==> config.mk <==
export PLATFORM = sky130hd
export DESIGN_NAME = piso_serializer
export DESIGN_NICKNAME = d
export VERILOG_FILES = /design/src/rtl/piso_serializer.sv
export SDC_FILE = /design/constraint.sdc
export NUM_CORES = 1
export LEC_CHECK = 0
export CAP_MARGIN = 20
export CORE_MARGIN = 5
export CORE_UTILIZATION = 35
export CTS_BUF_LIST = sky130_fd_sc_hd__clkbuf_16
export DETAILED_ROUTE_END_ITERATION = 8
export GPL_TIMING_DRIVEN = 1
export PLACE_DENSITY_LB_ADDON = 0.2
export SYNTH_ARGS = -nofsm -noshare
export SYNTH_HDL_FRONTEND = slang
export SYNTH_SLANG_ARGS = --single-unit
export TNS_END_PERCENT = 100
==> constraint.sdc <==
create_clock -name clk -period 2.9 [get_ports clk]
set_input_delay 0.58 -clock clk [delete_from_list [all_inputs] [get_ports clk]]
set_output_delay 0.58 -clock clk [all_outputs]
set_load 0.02 [all_outputs]
==> src/rtl/piso_serializer.sv <==
// rtl/piso_serializer.sv - parallel-in/serial-out word serializer with valid/ready load (optional parity: PISO_SERIALIZER_PARITY_EN)
module piso_serializer #(
    parameter int WIDTH     = 8,
    parameter bit MSB_FIRST = 1'b1
) (
    input  logic             clk,
    input  logic             rst,
    input  logic             load_valid,
    output logic             load_ready,
    input  logic [WIDTH-1:0] din,
    input  logic             shift_en,
    output logic             sout,
    output logic             sout_valid,
    output logic             last,
    output logic             busy
);

`ifdef PISO_SERIALIZER_PARITY_EN
    localparam int NBITS = WIDTH + 1;
`else
    localparam int NBITS = WIDTH;
`endif
    localparam int CW = $clog2(WIDTH + 1);
    localparam logic [CW-1:0] FINAL_IDX = CW'(NBITS - 1);

    localparam logic [0:0] S_IDLE  = 1'b0;
    localparam logic [0:0] S_SHIFT = 1'b1;

    logic [0:0]       state;
    logic [WIDTH-1:0] shreg;
    logic [CW-1:0]    cnt;
    logic [CW-1:0]    cnt_nxt;
    logic [WIDTH-1:0] shifted;
    logic             first_bit;
    logic             next_bit;
    logic             next_out;
    logic             accept;

    // A new word may enter when idle or exactly as the final bit is consumed,
    // which lets consecutive words stream without an idle bit between them.
    assign load_ready = !rst && ((state == S_IDLE) ||
                                 ((state == S_SHIFT) && last && shift_en));
    assign accept     = load_valid && load_ready;
    assign busy       = sout_valid;

    assign cnt_nxt   = cnt + 1'b1;
    assign first_bit = MSB_FIRST ? din[WIDTH-1] : din[0];
    assign shifted   = MSB_FIRST ? (shreg << 1) : (shreg >> 1);
    assign next_bit  = MSB_FIRST ? shreg[WIDTH-2] : shreg[1];

`ifdef PISO_SERIALIZER_PARITY_EN
    logic parity_q;

    // Even parity of the captured word, presented after the last data bit.
    always_ff @(posedge clk or posedge rst) begin
        if (rst)
            parity_q <= 1'b0;
        else if (accept)
            parity_q <= ^din;
    end

    assign next_out = (cnt_nxt == CW'(WIDTH)) ? parity_q : next_bit;
`else
    assign next_out = next_bit;
`endif

    // Word capture, bit advance and end-of-word handling.
    always_ff @(posedge clk or posedge rst) begin
        if (rst) begin
            state      <= S_IDLE;
            shreg      <= '0;
            cnt        <= '0;
            sout       <= 1'b0;
            sout_valid <= 1'b0;
            last       <= 1'b0;
        end else if (accept) begin
            state      <= S_SHIFT;
            shreg      <= din;
            cnt        <= '0;
            sout       <= first_bit;
            sout_valid <= 1'b1;
            last       <= 1'b0;
        end else if ((state == S_SHIFT) && shift_en) begin
            if (last) begin
                state      <= S_IDLE;
                cnt        <= '0;
                sout       <= 1'b0;
                sout_valid <= 1'b0;
                last       <= 1'b0;
            end else begin
                shreg <= shifted;
                cnt   <= cnt_nxt;
                sout  <= next_out;
                last  <= (cnt_nxt == FINAL_IDX);
            end
        end
    end

endmodule

### After elaboration in Yosys (flattened, before gate mapping)

Cells that the tools add are included.

* add/sub/neg operators: 1
* equality and inequality tests: 2
* bitwise gates (word level): 1
* multiplexer cells: 15
* reduce and logical (&&, ||, !) cells: 11

Operators by type and width (count)
* 2-to-1 mux 7 bit: 3
* 2-to-1 mux 4 bit: 3
* 2-to-1 mux 1 bit: 9
* logical AND 1 bit: 5
* adder 4 x 1 -> 4 bit (second input constant): 1
* equality test 4 x 3 -> 1 bit (second input constant): 1
* AND reduction 2 bit: 2
* nonzero test 2 bit: 2
* != test 2 x 1 -> 1 bit (second input constant): 1
* zero test 1 bit: 1
* logical OR 1 bit: 1
* NOT 1 bit: 1

* output and inout bits: 5
* logic and storage cells: 35
* bits in registers: 14

### Depth between registers and ports, before layout

* depth after elaboration: 7
* gate-level depth with buffers: 4
* mapped depth without buffers: 4

### Worst setup path before layout

Ideal clock, no wire load.

* kind: register to output
* from: reg state
* to: out load_ready
* path buffers: 0
* arrival time: 1009 ps
* slack: 1311 ps
* cell stages (with the launch flop): 3
* required time: 2320 ps
* path through: dfrtp_1 > a21boi_2 > nor2_1

* word-level cells in the longest chain between the ends: 4
* elaborated cells between the ends (all ways): 5
* those cells by class: bitwise: 1; reduce/logical: 4

RTL lines
* start: declaration: RTL line 29 `logic [0:0] state;`
* start signal: assignment: RTL line 70 `state <= S_IDLE;`
* start signal: assignment: RTL line 77 `state <= S_SHIFT;`
* start signal: assignment: RTL line 85 `state <= S_IDLE;`
* logical AND 1 bit (2 in a row): RTL line 42 `((state == S_SHIFT) && last && shift_en));`
* logical OR 1 bit *: RTL line 41 `assign load_ready = !rst && ((state == S_IDLE) ||`
* logical AND 1 bit *: RTL line 41
* end: declaration: RTL line 9 `output logic load_ready,`

Every way passes the cells marked *; elsewhere a longest branch is shown, timed or not.

### Worst setup path after layout

* from: in shift_en
* to: out load_ready

* word-level cells in the longest chain between the ends: 3

RTL lines
* start: declaration: RTL line 11 `input logic shift_en,`
* logical AND 1 bit: RTL line 42
* logical OR 1 bit: RTL line 41
* logical AND 1 bit: RTL line 41

No other way between the ends.

==> summary.txt <==
Die
  • FP Rows: 16
  • Chip Width: 55.0 um
  • Ports: 17
  • Die area: 0.00302 sq mm
  • Starting Density: 36.5%
  • Core area: 0.00194 sq mm
  • Overall die height: 55.0 um

Layout
  • Layout cells sized above 1: 9.88%
  • ANT cells: 0
  • FILL cells: 202
  • Area grow syn2layout: 35.3%
  • Final Cell Area: 958 sq um
  • Final-stage net count: 97
  • Post-layout util: 49.4%

CTS
  • Clock sink count: 14
  • PostCTS Resize Cnt: 0
  • Hold_buf cts: 0
  • Clock Latency Late Sink: 0.24 ns
  • TritonCTS Buffers: 3
  • Clk slew on worst S/H paths: 0.04 ns
  • CTS H-tree depth: 1
  • Clk root buf: clkbuf_16
  • CTS Buffer Depth: 2
  • TritonCTS clock tree: yes
  • Post-CTS setup buffer count: 0

Synthesis
  • Post-synth top flop: dfrtp_1
  • Post-synth top area share: 49.5%
  • Avg Cell Area, Syn: 11.1 sq um
  • Synthesized Nets: 78
  • Post-synthesis instance area: 708 sq um
  • Synth Warn #: 0
  • Post-synthesis mux area share: 0%
  • Dominant cells by area after synthesis: dfrtp_1 49%, a221o_1 8.5%, and2_0 4.4%, ha_1 3.5%, nand2_1 2.7%
  • Yosys top cell by area: dfrtp_1
  • Synth Area in Simple Gates: 18.9%
  • Cells after Synth: 64
  • FF+latch count, synth: 14
  • Count of flip-flops with a built-in enable after synthesis: 0
  • Sequential share of the synthesized area: 49.5%
  • Ys async rst share: 100%
  • Adder-cell share of the synthesized area: 3.53%
  • Largest family of logic cells by synthesized area: compound AO/OA/AOI/OAI gates
  • XOR/XNOR share of the synthesized area: 2.47%
  • Post-synthesis compound-gate area fraction: 21.9%
  • Unique masters post-synth: 30

Worst setup path
  • Nature of the critical path startpoint: primary input
  • Worst path required time: 2.32 ns
  • Crit-path max FO: 7
  • Critical Path AT: 1.98 ns
  • WS Path Type: primary input to primary output
  • R2R Path End: shreg[3]$_DFFE_PP0P_
  • Critical Path End: load_ready
  • Critical Path Sink Type: primary output
  • FF-to-FF Start: last$_DFFE_PP0P_
  • Crit path from: shift_en
  • Worst-case reg-to-reg path depth: 3
  • FF-to-FF setup slack: 1.48 ns

Global route
  • GR Util All Layers: 12.8%
  • Number of global-route vias before repair: 562
  • Largest net degree at the start of global routing: 15
  • First-pass GRT wire length: 2700 um
  • GR Overflow Total: 0
  • Initial antenna violation count: 0

Timing
  • Final worst slack: 0.345 ns
  • Clock skew: 0.00168 ns
  • Unrepaired setup endpoints after global routing: no
  • Pins Over Slew Limit: 0
  • Max Fclk: 391 MHz
  • Final period util: 88.1%
  • Rel. slew slack: 62.9%
  • Minimum clock period: 2.56 ns
  • Setup tns final: 0 ns
  • Final setup viols: 0
  • Actual slew at the worst max-slew pin: 0.555 ns
  • Number of failing hold endpoints at the final stage: 0

Power
  • Peak supply drop: 0.416 mV
  • Pwr Density: 1020 mW/mm^2
  • P_leak: 0.000415 uW

Route
  • Routed Antenna Nets: 0
  • Wire length per cell: 14.7 um
  • Drc violations: 0
  • Vias per inst: 5.06
  • Post-Route WL: 1590 um
  • 1st-iter DRT viols: 10
  • First-pass DRT Iterations: 4
  • Vias: 546

Place
  • IO Port Bufs: 16
  • Pre-CTS WS: 0.353 ns
  • HPWL reported at the end of detailed placement: 1130 um
  • Final RePlAce weighted congestion: 0.686
  • DP Area: 883 sq um

Run status
  • Status: finished, final reports clean

Hold path
  • Hold Path Depth: 1
  • Hold Path Class: flop to flop

Job
  • Max_cap viols: 0
power by group:
group | total (uW) | internal [uW] | switching (uW)
combinational | 374 | 193 | 181
sequential | 355 | 280 | 75.3
clock | 247 | 179 | 67.9
total | 976 | 652 | 324
state kept, by name (all words and copies together) (netlist names):
register / count
cnt: 4
state: 1
sout: 1
shreg: 7
last: 1
synth_stat cells (all sizes together), types with 2 or more instances:
library cell,number
a21oi,2
a221o,6
and2,5
buf,2
dfrtp,14
ha,2
inv,2
nand2,5
nand3,2
nor2,3
nor3,2
o21ai,2
o2bb2ai,2
how the worst min path moves through the flow:
| stage | startpoint | endpoint |
|---|---|---|
| final | shreg[2]$_DFFE_PP0P_ | shreg[2]$_DFFE_PP0P_ |
| after global routing | sout$_DFFE_PP0P_ | sout$_DFFE_PP0P_ |
| after CTS | shreg[2]$_DFFE_PP0P_ | shreg[2]$_DFFE_PP0P_ |
| after detailed placement | shreg[2]$_DFFE_PP0P_ | shreg[2]$_DFFE_PP0P_ |
| after global placement | shreg[3]$_DFFE_PP0P_ | shreg[3]$_DFFE_PP0P_ |
| after floorplan | rst | cnt[0]$_DFFE_PP0P_ |
stage by stage:
step	instances	power, uW	hold WS (ns)
after global routing	108	1050	0.532
final	108	976	0.504
after detailed placement	105	732	0.489
after floorplan	64	615	0.469
after global placement	105	721	0.489
after CTS	108	992	0.508
layout make-up:
class                           instances  area, sq um  area share, %
Tap cell                               27         33.8           3.52
Timing Repair Buffer                   16          160           16.7
Inverter                                2         7.51          0.783
Clock buffer                            3         75.1           7.83
Multi-Input combinational cell         46          332           34.6
Sequential cell                        14          350           36.6
cells by family (layout without fill, tap and decap cells):
kind of cell,count (synthesis),in the layout
flops,14,14
fa+ha+maj,2,2
compound gates,18,18
buf+inv,4,21
simple gates,24,24
xor+xnor,2,2
routing by layer:
| metal | up-vias | global-route usage, % | wire [um] |
|---|---|---|---|
| met5 | - | 0 | 0 |
| met1 | 258 | 18.9 | 816 |
| met3 | 2 | 1.61 | 43 |
| li1 | 275 | - | - |
| met4 | 0 | 7.29 | 12 |
| met2 | 11 | 17.7 | 719 |
cells in the final DEF, fill, tap and decap left out, types with 2 or more instances in the layout:
cell type        count
ha_1                 2
nor2_1               3
inv_1                2
dfrtp_1             14
nor3_1               2
and2_0               5
clkdlybuf4s50_1     16
nand3_1              2
a221o_1              6
o21ai_0              2
nand2_1              5
clkbuf_16            3
o2bb2ai_1            2
critical path, stage by stage:
cell	delay [ns]
clkdlybuf4s50_1	0.59
a21boi_2	0.10
nor2_1	0.10
clkdlybuf4s50_1	0.61
Note: power is estimated with default switching activity, not from simulation.
